**config.mk**
```make
export PLATFORM = sky130hd
export DESIGN_NAME = mul_seq_flat
export DESIGN_NICKNAME = d
export VERILOG_FILES = /design/src/rtl/arith_pkg.sv /design/src/rtl/mul_seq_if.sv /design/src/rtl/booth_step.sv /design/src/rtl/mul_seq.sv /design/src/flat_wrapper.sv
export SDC_FILE = /design/constraint.sdc
export NUM_CORES = 1
export LEC_CHECK = 0
export BUFFER_PORTS_ARGS = -buffer_cell sky130_fd_sc_hd__buf_2
export CORE_MARGIN = 5
export CORE_UTILIZATION = 25
export DETAILED_ROUTE_END_ITERATION = 10
export GPL_TIMING_DRIVEN = 0
export HOLD_SLACK_MARGIN = 0.08
export PLACE_DENSITY_LB_ADDON = 0.2
export SYNTH_ARGS = -nofsm -noshare
export SYNTH_HDL_FRONTEND = slang
export SYNTH_SLANG_ARGS = --single-unit
```
**constraint.sdc**
```tcl
create_clock -name clk -period 5.25 [get_ports clk]
set_input_delay 0.2625 -clock clk [delete_from_list [all_inputs] [get_ports clk]]
set_output_delay 0.2625 -clock clk [all_outputs]
set_load 0.005 [all_outputs]
```
**src/rtl/arith_pkg.sv**
```systemverilog
// Shared arithmetic-lab definitions: control states and default
// operand width, common to the multiplier and the divider.
package arith_pkg;

  localparam int ARITH_W = 16;

  typedef enum logic [1:0] {
    IDLE,
    RUN,
    DONE
  } state_e;

endpackage

```
**src/rtl/mul_seq_if.sv**
```systemverilog
// Operand/result bundle of the sequential multiplier.
// Master drives the load strobe and operands, slave returns the product.
interface mul_seq_if
  import arith_pkg::*;
#(
  parameter int W = ARITH_W
);

  logic             L;
  logic [W-1:0]     X;
  logic [W-1:0]     Y;
  logic [2*W-1:0]   P;
  logic             done;
  logic             busy;

  modport master (
    output L, X, Y,
    input  P, done, busy
  );

  modport slave (
    input  L, X, Y,
    output P, done, busy
  );

endinterface

```
**src/rtl/booth_step.sv**
```systemverilog
// One radix-2 Booth step: add/sub M per {Q[0],q_1}, then an
// arithmetic right shift of {A,Q,q_1}.
module booth_step #(
  parameter int W = 16
) (
  input  logic [W:0]   a_i,
  input  logic [W-1:0] q_i,
  input  logic         q1_i,
  input  logic [W:0]   m_i,
  output logic [W:0]   a_o,
  output logic [W-1:0] q_o,
  output logic         q1_o
);

  logic [W:0] sum;

  always_comb begin
    sum = a_i;
    unique case ({q_i[0], q1_i})
      2'b01:   sum = a_i + m_i;
      2'b10:   sum = a_i - m_i;
      default: sum = a_i;
    endcase
  end

  assign a_o  = {sum[W], sum[W:1]};
  assign q_o  = {sum[0], q_i[W-1:1]};
  assign q1_o = q_i[0];

endmodule

```
**src/rtl/mul_seq.sv**
```systemverilog
// Sequential signed Booth multiplier, one recoding step per clock,
// with a load-strobe handshake shared with the divider.
module mul_seq
  import arith_pkg::*;
#(
  parameter int W = ARITH_W
) (
  input  logic       clk,
  input  logic       rst,
  mul_seq_if.slave   bus
);

  localparam int CW = $clog2(W + 1);

  state_e           state_q, state_d;
  logic [W:0]       m_q, m_d;
  logic [W:0]       a_q, a_d;
  logic [W-1:0]     q_q, q_d;
  logic             q1_q, q1_d;
  logic [CW-1:0]    cnt_q, cnt_d;
  logic [2*W-1:0]   p_q, p_d;
  logic             done_q, done_d;
  logic             busy_q, busy_d;

  logic [W:0]       a_s;
  logic [W-1:0]     q_s;
  logic             q1_s;

  booth_step #(.W(W)) u_step (
    .a_i  (a_q),
    .q_i  (q_q),
    .q1_i (q1_q),
    .m_i  (m_q),
    .a_o  (a_s),
    .q_o  (q_s),
    .q1_o (q1_s)
  );

  always_comb begin
    state_d = state_q;
    m_d     = m_q;
    a_d     = a_q;
    q_d     = q_q;
    q1_d    = q1_q;
    cnt_d   = cnt_q;
    p_d     = p_q;
    done_d  = 1'b0;
    busy_d  = busy_q;
    unique case (state_q)
      IDLE, DONE: begin
        state_d = IDLE;
        if (bus.L) begin
          m_d     = {bus.X[W-1], bus.X};
          a_d     = '0;
          q_d     = bus.Y;
          q1_d    = 1'b0;
          cnt_d   = CW'(W);
          busy_d  = 1'b1;
          state_d = RUN;
        end
      end
      RUN: begin
        a_d   = a_s;
        q_d   = q_s;
        q1_d  = q1_s;
        cnt_d = cnt_q - CW'(1);
        // Product comes from the freshly shifted value, not the registers
        if (cnt_q == CW'(1)) begin
          p_d     = {a_s[W-1:0], q_s};
          done_d  = 1'b1;
          busy_d  = 1'b0;
          state_d = DONE;
        end
      end
      default: state_d = IDLE;
    endcase
  end

  always_ff @(posedge clk) begin
    if (rst) begin
      state_q <= IDLE;
      m_q     <= '0;
      a_q     <= '0;
      q_q     <= '0;
      q1_q    <= 1'b0;
      cnt_q   <= '0;
      p_q     <= '0;
      done_q  <= 1'b0;
      busy_q  <= 1'b0;
    end else begin
      state_q <= state_d;
      m_q     <= m_d;
      a_q     <= a_d;
      q_q     <= q_d;
      q1_q    <= q1_d;
      cnt_q   <= cnt_d;
      p_q     <= p_d;
      done_q  <= done_d;
      busy_q  <= busy_d;
    end
  end

  assign bus.P    = p_q;
  assign bus.done = done_q;
  assign bus.busy = busy_q;

endmodule
```
**src/flat_wrapper.sv**
```systemverilog
// flat-port wrapper written by rule: the top's interface ports become plain ports
module mul_seq_flat import arith_pkg::*;
#(
  parameter int W = ARITH_W
)
  (clk, rst, bus_L, bus_X, bus_Y, bus_P, bus_done, bus_busy);
  mul_seq_if #(.W(W)) bus_i ();
  input  logic clk;
  input  logic rst;
  input wire logic [$bits(bus_i.L)-1:0] bus_L;
  input wire logic [$bits(bus_i.X)-1:0] bus_X;
  input wire logic [$bits(bus_i.Y)-1:0] bus_Y;
  output wire logic [$bits(bus_i.P)-1:0] bus_P;
  output wire logic [$bits(bus_i.done)-1:0] bus_done;
  output wire logic [$bits(bus_i.busy)-1:0] bus_busy;
  assign bus_i.L = bus_L;
  assign bus_i.X = bus_X;
  assign bus_i.Y = bus_Y;
  assign bus_P = bus_i.P;
  assign bus_done = bus_i.done;
  assign bus_busy = bus_i.busy;
  mul_seq #(.W(W)) u_core (.clk(clk), .rst(rst), .bus(bus_i));
endmodule
```
==> impl_metrics.toml, run 1 <==
[sta]
clock_skew_ns = 0.00614
timing.slew.headroom_pct = 44.9
hold_viol_final = 0
finalSetupTns_ns = 0
max_freq_ghz = 0.259
fin_crit_sh_pct = 73.6
setup_viol = 0
slew_violations = 0
rsz0062_at_grt = "false"
setup_ws_ns = 1.39
period_minus_slack_ns = 3.86
worst_pin_slew_ns = 0.806

[floorplan]
pin_count = 69
die_area_sq_um = 21500
die_h_microns = 147
fp.dieW_microns = 147
num_rows = 50
start_util_pct = 25.2
coreArea_sq_um = 18600

[clock_tree]
cts_tree = "yes"
clock-sinks = 90
cts_buffers = 9
cts_max_level = 3
cts_setup_buffers = 0
clk_pin_slew_ns = 0.07
cts_resized = 0
cts_hold_buf = 0
insertion_delay_ns = 0.35
root_buffer = "clkbuf_16"
cts_buffer_depth = 2

[min_path]
worstHoldPathType = "in2reg"
hp-start = "bus_X[10]"

[layout]
nFillCells = 1988
drive_above_1_share_pct = 14.2
nets = 733
multi_input_area_sq_um = 2640
fin_area_sq_um = 5610
area_growth_pct = 20.0
diodes = 0
regArea_sq_um = 1800

[setup_path]
end_kind = "flip-flop"
crit_required_ns = 5.46
reg2reg_from = "u_core.m_q[0]"
cp.arrival_ns = 4.08
cp.buffers_inverters = 1
critical-path-max-stage-delay_ns = 0.77
cp-startpoint = "u_core.m_q[0]"
crit_type = "reg2reg"
crit_path_cell_trace = "inv_1 > ha_1 > or4b_4 > nor2_1 > nor2_1 > xnor2_1 > ha_1 > a2111oi_0 > a21oi_1 > or2_2 > o311ai_1 > o31ai_1"
start_kind = "flip-flop"
slowest_stage = "a2111oi_0"
crit_family = "compound AO/OA/AOI/OAI gates"
cp_max_fo = 5

[status]
outcome = "finished clean"

[synthesis]
synth.top_cell.area_share_pct = 38.6
synthCells = 598
ys_seq_area_share_pct = 38.6
synth_area_leaders = "dfxtp_1 (39%), a21oi_1 (8.7%), nand2_1 (8.1%)"
synth_area_per_cell_sq_um = 7.81
yosys.cell_types.count = 54
yosysTopAreaCell = "dfxtp_1"
ys_top_cells_by_count = "nand2_1 (101), dfxtp_1 (90), a21oi_1 (81)"
synth-async-reset-ratio_pct = 0
yosysMostFrequentCell = "nand2_1"
synth_simple_gate_area_share_pct = 20.8
synth_warnings = 0
syn-num-nets = 654
synthMuxAreaShare_pct = 1.58
ys_ff_latch = 90
dominantRegCellSynth = "dfxtp_1"
synth-compound-area-share_pct = 23.6
synth_top_family_by_area = "compound AO/OA/AOI/OAI gates"
synthAdderAreaFrac_pct = 5.78
synth_edf_count = 0
synth_xor_area_share_pct = 4.69
netlist_area_sq_um = 4670

[power_and_ir_drop]
power_leakage_uw = 0.00216
p_int_uw = 1250
clkPwrFrac_pct = 36.3
seq_power_share_pct = 40.4
p_switching_uw = 591
switching_share_pct = 32.1
total_power_uw = 1840
p_per_area_nw_per_um2 = 329
power_frac_comb_pct = 23.3
ir_drop_mv = 0.158

[global_routing]
antenna_found_initial = 0
grt_overflow = 0
use_met3_pct = 2.65
grt_busiest_layer = "met2"
use_met1_pct = 18.2
grtUsageTotal_pct = 13.5
grt_pass1_wl_mm = 23.5
use_met2_pct = 21.9
grt_max_degree = 17
grt_pass1_vias = 4402

[detailed_routing]
vias = 4489
first_iter_violations = 289
ant_nets = 0
via_per_inst = 4.91
drc = 0
drtPass1Iterations = 5
drt-total-wl_mm = 14.5
wl_per_cell_microns = 15.8

[placed_design]
place_congestion = 0.861
port-buffer-count = 68
dp_hpwl_mm = 11.0
pre_cts_slack_ns = 1.43
place_area_sq_um = 5310

[run]
maxCapViolations = 0
[cells by family after synthesis]
family,after synthesis
buffers and inverters,59
and+or+nand+nor,217
adders and majority gates,21
DFF,90
AOI/OAI and AO/OA,179
muxes,7
xor gates and xnor gates,25
[state kept, by name (all words and copies together) (netlist names)]
signal and flops:
u_core.a_q 16, u_core.bus.P 32, u_core.bus.busy 1, u_core.bus.done 1
u_core.cnt_q 5, u_core.m_q 16, u_core.q1_q 1, u_core.q_q 16
u_core.state_q 2
[power by group through the flow]
| stage | registers (uW) | logic [uW] | clock network [uW] |
|---|---|---|---|
| CTS | 744 | 433 | 687 |
| global placement | 759 | 424 | 0 |
| detailed placement | 760 | 430 | 0 |
| finish | 745 | 430 | 668 |
| floorplan | 751 | 319 | 0 |
| global route | 749 | 489 | 714 |
[per-stage QoR]
step	hold slack, ns	cells	util, %
after global placement	0.445	900	28.6
after CTS	0.141	915	30.2
final	0.147	915	30.2
after detailed placement	0.447	900	28.6
after global routing	0.150	915	30.2
after floorplan	0.398	598	-
[placed cells by master (no fill, tap or decap), drive strengths merged, types with 7 or more instances in the layout]
cell,instances
nand2,101
dfxtp,90
a21oi,81
buf,74
nor2,58
clkbuf,46
a22oi,23
o21ai,20
ha,20
inv,18
nor3,15
xnor2,15
xor2,10
nand2b,7
nand3,7
o31ai,7
[worst reg2reg max path: cells and delay by family (launching register included)]
kind                     cells  cell delay, ns
buffers and inverters        1            0.07
adder cells (fa/ha/maj)      2            0.51
flip-flops                   1            0.36
AO/OA/AOI/OAI                4            1.61
AND/OR/NAND/NOR              4            1.04
XOR/XNOR                     1            0.15
[routing by layer]
metal  up-vias  routed length [microns]
li1       2266                        -
met1      2116                     6790
met2        91                     6840
met3        16                      554
met4         0                      287
met5         -                        0
[final cells by class]
class                           count  share of cell area [%]
Buffer                             43                    3.10
Clock buffer                        9                    4.02
Clock inverter                      6                    1.36
Inverter                           16                    1.07
Multi-Input combinational cell    449                    47.0
Sequential cell                    90                    32.1
Tap cell                          234                    5.22
Timing Repair Buffer               68                    6.07
[path summary, 6_finish.rpt]
kind,end,cells past startpoint,slack [ns]
max,u_core.bus.P[30],12,1.39
min,u_core.m_q[10],3,0.15
max reg2reg,u_core.bus.P[30],12,1.39
min reg2reg,u_core.bus.P[7],2,0.45
No activity file was read; power rests on OpenSTA's default activity.
==> run 2, diff against run 1 <==
==> constraint.sdc (replaced) <==
create_clock -name clk -period 3.77 [get_ports clk]
set_input_delay 0.1885 -clock clk [delete_from_list [all_inputs] [get_ports clk]]
set_output_delay 0.1885 -clock clk [all_outputs]
set_load 0.005 [all_outputs]
==> run 2 against run 1 <==
Total power up 41%. Cell count up 1.4%. Critical path depth up 4. Clock-buffer cell count unchanged. Die area unchanged. Wire length up 0.97%.
==> impl_metrics.toml, run 2 (synthesis gave the netlist of run 1 again) <==
[power_and_ir_drop]
ir_drop_mv = 0.217
p_per_area_nw_per_um2 = 448
p_int_uw = 1760
power_frac_comb_pct = 24.0
total_power_uw = 2590
seq_power_share_pct = 40.0
clkPwrFrac_pct = 36.0
p_switching_uw = 836
power_leakage_uw = 0.00224
switching_share_pct = 32.2

[detailed_routing]
ant_nets = 0
wl_per_cell_microns = 15.8
drtPass1Iterations = 4
drt-total-wl_mm = 14.6
drc = 0
vias = 4555
first_iter_violations = 290
via_per_inst = 4.91

[setup_path]
crit_path_cell_trace = "inv_1 > ha_1 > or4b_4 > nor3b_4 > a21oi_1 > xnor2_1 > ha_1 > buf_2 > nand4_1 > inv_1 > a221oi_2 > o41ai_2 > mux2i_1 > buf_4 > or3_1 > a31oi_1"
slowest_stage = "or4b_4"
r2r-end = "u_core.a_q[15]"
start_kind = "flip-flop"
cp_max_fo = 10
crit_required_ns = 4.04
ff2ff_setup_slack_ns = 0.22
cp.arrival_ns = 3.83
cp-startpoint = "u_core.m_q[0]"
critical-path-max-stage-delay_ns = 0.51
end_kind = "flip-flop"
crit_type = "reg2reg"
rr_worst_depth = 16
reg2reg_from = "u_core.m_q[0]"

[sta]
fin_crit_sh_pct = 94.2
max_freq_ghz = 0.281
hold_viol_final = 0
timing.slew.headroom_pct = 58.1
clock_skew_ns = 0.00809
period_minus_slack_ns = 3.55
slew_violations = 0
setup_viol = 0
worst_pin_slew_ns = 0.629

[global_routing]
grt_pass1_vias = 4440
grt_max_degree = 17
antenna_found_initial = 0
grt_overflow = 0
grtUsageTotal_pct = 13.6
grt_pass1_wl_mm = 23.6

[floorplan]
fp.dieW_microns = 147
coreArea_sq_um = 18600
die_area_sq_um = 21500
start_util_pct = 25.2
num_rows = 50
pin_count = 69
die_h_microns = 147

[layout]
largest_reg_flops = 32
nFillCells = 1978
diodes = 0
area_growth_pct = 23.7
final_cell_mix = "nand2_1 (101), dfxtp_1 (90), a21oi_1 (80), buf_2 (71), nor2_1 (58)"
layout_commonest_cell = "nand2_1"
fin_area_sq_um = 5780
drive_above_1_share_pct = 15.1
nets = 746

[clock_tree]
clock-sinks = 90
clk_pin_slew_ns = 0.07
cts_buffers = 9
root_buffer = "clkbuf_16"
insertion_delay_ns = 0.35
cts_buffer_depth = 2
cts_tree = "yes"
cts_max_level = 3

[placed_design]
place_area_sq_um = 5310
dp_hpwl_mm = 11.0
port-buffer-count = 68
place_congestion = 0.861

[min_path]
hold_depth = 3
hp-start = "bus_X[14]"
worstHoldPathType = "in2reg"
min_to = "u_core.m_q[14]"

[status]
outcome = "finished clean"

[run]
maxCapViolations = 0
-- run 2: per-stage QoR --
| stage | cells | setup slack, ns | setup TNS (ns) | utilization [%] | hold slack, ns |
|---|---|---|---|---|---|
| floorplan | 598 | 0.481 | 0 | - | 0.324 |
| global placement | 900 | -0.0131 | -0.0230 | 28.6 | 0.433 |
| detailed placement | 900 | -0.0538 | -0.103 | 28.6 | 0.438 |
| CTS | 928 | 0.0118 | 0 | 30.9 | 0.0875 |
| global route | 928 | -0.0632 | -0.112 | 31.1 | 0.101 |
| finish | 928 | 0.218 | 0 | 31.1 | 0.0920 |
-- run 2: cell type report --
| cell class | count | area, sq um | share of cell area (%) |
|---|---|---|---|
| multi-input combinational | 449 | 2680 | 46.3 |
| sequential | 90 | 1800 | 31.2 |
| timing repair buffer | 82 | 478 | 8.26 |
| tap | 234 | 293 | 5.06 |
| clock buffer | 9 | 225 | 3.89 |
| buffer | 42 | 173 | 2.99 |
| clock inverter | 6 | 76.3 | 1.32 |
| inverter | 16 | 60.1 | 1.04 |
-- run 2: what timing repair did --
item                                    4_1_cts  5_1_grt
gates resized for setup                       1       12
hold buffers                                 13        0
setup buffers                                 0        1
pin swaps                                     0        2
hold endpoints to repair                     13        0
endpoints found under the setup margin        2       10
-- run 2: worst max-delay path, delay by kind of cell, from the launching register on --
family,cells,cell delay [ns]
DFF,1,0.36
adders and majority gates,2,0.44
and+or+nand+nor,4,1.23
AOI/OAI and AO/OA,4,0.62
buffers and inverters,4,0.50
muxes,1,0.13
xor gates and xnor gates,1,0.19
-- run 2: worst max-delay path by stage --
| stage | cells after the start | end | slack, ns |
|---|---|---|---|
| detailed placement | 12 | u_core.bus.P[30] | -0.05 |
| floorplan | 13 | u_core.bus.P[31] | 0.48 |
| CTS | 13 | u_core.bus.P[31] | 0.01 |
| finish | 16 | u_core.a_q[15] | 0.22 |
| global route | 16 | u_core.a_q[15] | -0.06 |
| global placement | 12 | u_core.bus.P[30] | -0.01 |
-- run 2: power by group through the flow --
stage / sequential (uW) / combinational [uW] / clock (uW)
5_1_grt: 1040 / 703 / 995
6_report: 1040 / 622 / 935
4_1_cts: 1040 / 614 / 957
3_3_place_gp: 1060 / 591 / 0
3_5_place_dp: 1060 / 599 / 0
2_1_floorplan: 1050 / 444 / 0
-- run 2: routing by layer --
layer	GRT usage (%)	up-vias	share of wire, %
met2	22.0	87	47
met5	0	-	0
met4	4.42	0	2.1
met1	18.3	2156	48
met3	2.59	16	3.2
li1	-	2296	-
==> run 3, diff against run 2 <==
--- a/config.mk
+++ b/config.mk
@@ -5,6 +5,7 @@
 export SDC_FILE = /design/constraint.sdc
 export NUM_CORES = 1
 export LEC_CHECK = 0
+export ABC_AREA = 1
 export BUFFER_PORTS_ARGS = -buffer_cell sky130_fd_sc_hd__buf_2
 export CORE_MARGIN = 5
 export CORE_UTILIZATION = 25
==> constraint.sdc (replaced) <==
create_clock -name clk -period 3.2 [get_ports clk]
set_input_delay 0.16 -clock clk [delete_from_list [all_inputs] [get_ports clk]]
set_output_delay 0.16 -clock clk [all_outputs]
set_load 0.005 [all_outputs]
==> run 3 against run 2 <==
Clock skew decreased by 0.0027 ns. Combinational power is 18% higher. First-iteration DRC count shrank 18%. Largest cell class unchanged.
==> impl_metrics.toml, run 3 <==
[status]
outcome = "finished clean"

[detailed_routing]
wl_per_cell_microns = 14.7
first_iter_violations = 237
drt-total-wl_mm = 15.0
drtPass1Iterations = 4
via_per_inst = 4.52
vias = 4633
drc = 0
ant_nets = 0

[floorplan]
coreArea_sq_um = 18800
num_rows = 50
fp.dieW_microns = 148
pin_count = 69
start_util_pct = 25.5
die_h_microns = 148
die_area_sq_um = 22000

[power_and_ir_drop]
ir_drop_mv = 0.264
total_power_uw = 3030
power_leakage_uw = 0.00274
p_per_area_nw_per_um2 = 512

[min_path]
worstHoldPathType = "in2reg"

[clock_tree]
insertion_delay_ns = 0.35
cts_buffer_depth = 2
clock-sinks = 90
cts_buffers = 9
clk_pin_slew_ns = 0.07
root_buffer = "clkbuf_16"
cts_tree = "yes"
cts_max_level = 3

[sta]
timing.slew.headroom_pct = 58.2
clock_skew_ns = 0.00543
hold_viol_final = 0
fin_crit_sh_pct = 92.2
setup_ws_ns = 0.251
worst_pin_slew_ns = 0.627
max_freq_ghz = 0.339
setup_viol = 0
slew_violations = 0
period_minus_slack_ns = 2.95

[synthesis]
yosys.cell_types.count = 42
yosysTopAreaCell = "dfxtp_1"
netlist_area_sq_um = 4790
ys_ff_latch = 90
synthCells = 692
synth_area_per_cell_sq_um = 6.92
synth.top_cell.area_share_pct = 37.6
dominantRegCellSynth = "dfxtp_1"
synth-async-reset-ratio_pct = 0
syn-num-nets = 748
yosysMostFrequentCell = "nand2_1"
synth_edf_count = 0
ys_top_cells_by_count = "nand2_1 (148), dfxtp_1 (90), nor2_1 (86)"
synth_area_leaders = "dfxtp_1 (38%), nand2_1 (12%), nor2_1 (6.7%)"
ys_seq_area_share_pct = 37.6
synth_warnings = 0

[placed_design]
place_congestion = 0.822
dp_hpwl_mm = 11.6
pre_cts_slack_ns = 0.165
port-buffer-count = 68
dp.cells = 994

[global_routing]
grt_pass1_vias = 4449
antenna_found_initial = 0
grt_pass1_wl_mm = 24.1
grt_max_degree = 15
grt_overflow = 0
grtUsageTotal_pct = 13.9

[layout]
layout_commonest_cell = "nand2_1"
final_cell_mix = "nand2_1 (146), dfxtp_1 (88), nor2_1 (84), buf_2 (76), inv_1 (68)"
nFillCells = 2117
fin_cells = 1025
drive_above_1_share_pct = 17.8
largest_reg_flops = 32
nets = 842
diodes = 0
area_growth_pct = 23.3
post-route-util_pct = 31.5

[setup_path]
end_kind = "flip-flop"
cp_max_fo = 10
crit_type = "reg2reg"
cp.arrival_ns = 3.18
start_kind = "flip-flop"
crit_required_ns = 3.43

[run]
maxCapViolations = 0
## run 3: changes by cell type in the layout (fill, tap and decap cells not counted), sizes merged, moves of 11 or more
cell and delta:
nand2 +53, a22oi -22, o21ai +46, a21oi -28
clkbuf -16, nand3 +40, nor3 -12, nor2 +35
inv +57, xnor2 -11
## run 3: critical path: stages, from the launching register on
cell and delay [ns]:
dfxtp_1 0.34, inv_1 0.05, ha_2 0.19, buf_6 0.15
nor2_2 0.15, nor2_2 0.08, buf_4 0.13, xnor2_1 0.15
inv_1 0.10, ha_1 0.35, nand2_1 0.10, nand2_1 0.07
a21oi_1 0.16, nand2_2 0.14, a21oi_1 0.18, inv_1 0.06
nand2_1 0.05, nand3_1 0.11, o21ai_1 0.17, o21ai_0 0.10
## run 3: path summary, 6_finish.rpt
check	from	endpoint	slack, ns	cells after the start
min reg2reg	u_core.q1_q	u_core.q1_q	0.47	2
min	bus_X[11]	u_core.m_q[11]	0.08	3
max	u_core.q1_q	u_core.bus.P[27]	0.25	19
max reg2reg	u_core.q1_q	u_core.bus.P[27]	0.25	19
## run 3: timing repair
item                                    in CTS  in global routing
hold buffers                                14                  0
endpoints found under the setup margin       0                  9
endpoints found under the hold margin       14                  0
setup buffers                                0                  1
gates resized for setup                      0                 14
## run 3: where the power goes
group	total, uW	leakage (uW)	internal, uW	switching, uW
sequential	1230	0.000735	1180	48.4
clock	1060	0.000142	593	465
combinational	737	0.00186	265	472
total	3030	0.00274	2040	985
## run 3: area by class of cell
type | count | area (sq um) | area share [%]
Inverter | 76 | 285 | 4.83
Clock inverter | 3 | 21.3 | 0.360
Multi-Input combinational cell | 496 | 2590 | 43.9
Timing Repair Buffer | 83 | 488 | 8.27
Sequential cell | 90 | 1800 | 30.6
Tap cell | 234 | 293 | 4.96
Clock buffer | 13 | 270 | 4.58
Buffer | 30 | 149 | 2.52
## run 3: logic make-up after synthesis
logic type               synth area share [%]
buffers and inverters                    9.07
XOR/XNOR                                 2.56
adder cells (fa/ha/maj)                  5.65
AO/OA/AOI/OAI                            17.6
AND/OR/NAND/NOR                          27.4
flip-flops                               37.6
## run 3: through the flow
step / TNS [ns] / hold WS (ns) / area (sq um)
2_1_floorplan: 0 / 0.242 / 4790
3_3_place_gp: 0 / 0.415 / 5420
3_5_place_dp: 0 / 0.412 / 5420
4_1_cts: 0 / 0.0824 / 5850
5_1_grt: -0.000974 / 0.0984 / 5900
6_report: 0 / 0.0839 / 5900
## run 3: routing by layer
layer  vias up  GRT usage [%]  part of all wire (%)
li1       2448              -                     -
met1      2094           18.5                    48
met2        80           23.2                    47
met3        11           2.10                   3.9
met4         0           4.06                   1.1
met5         -              0                     0
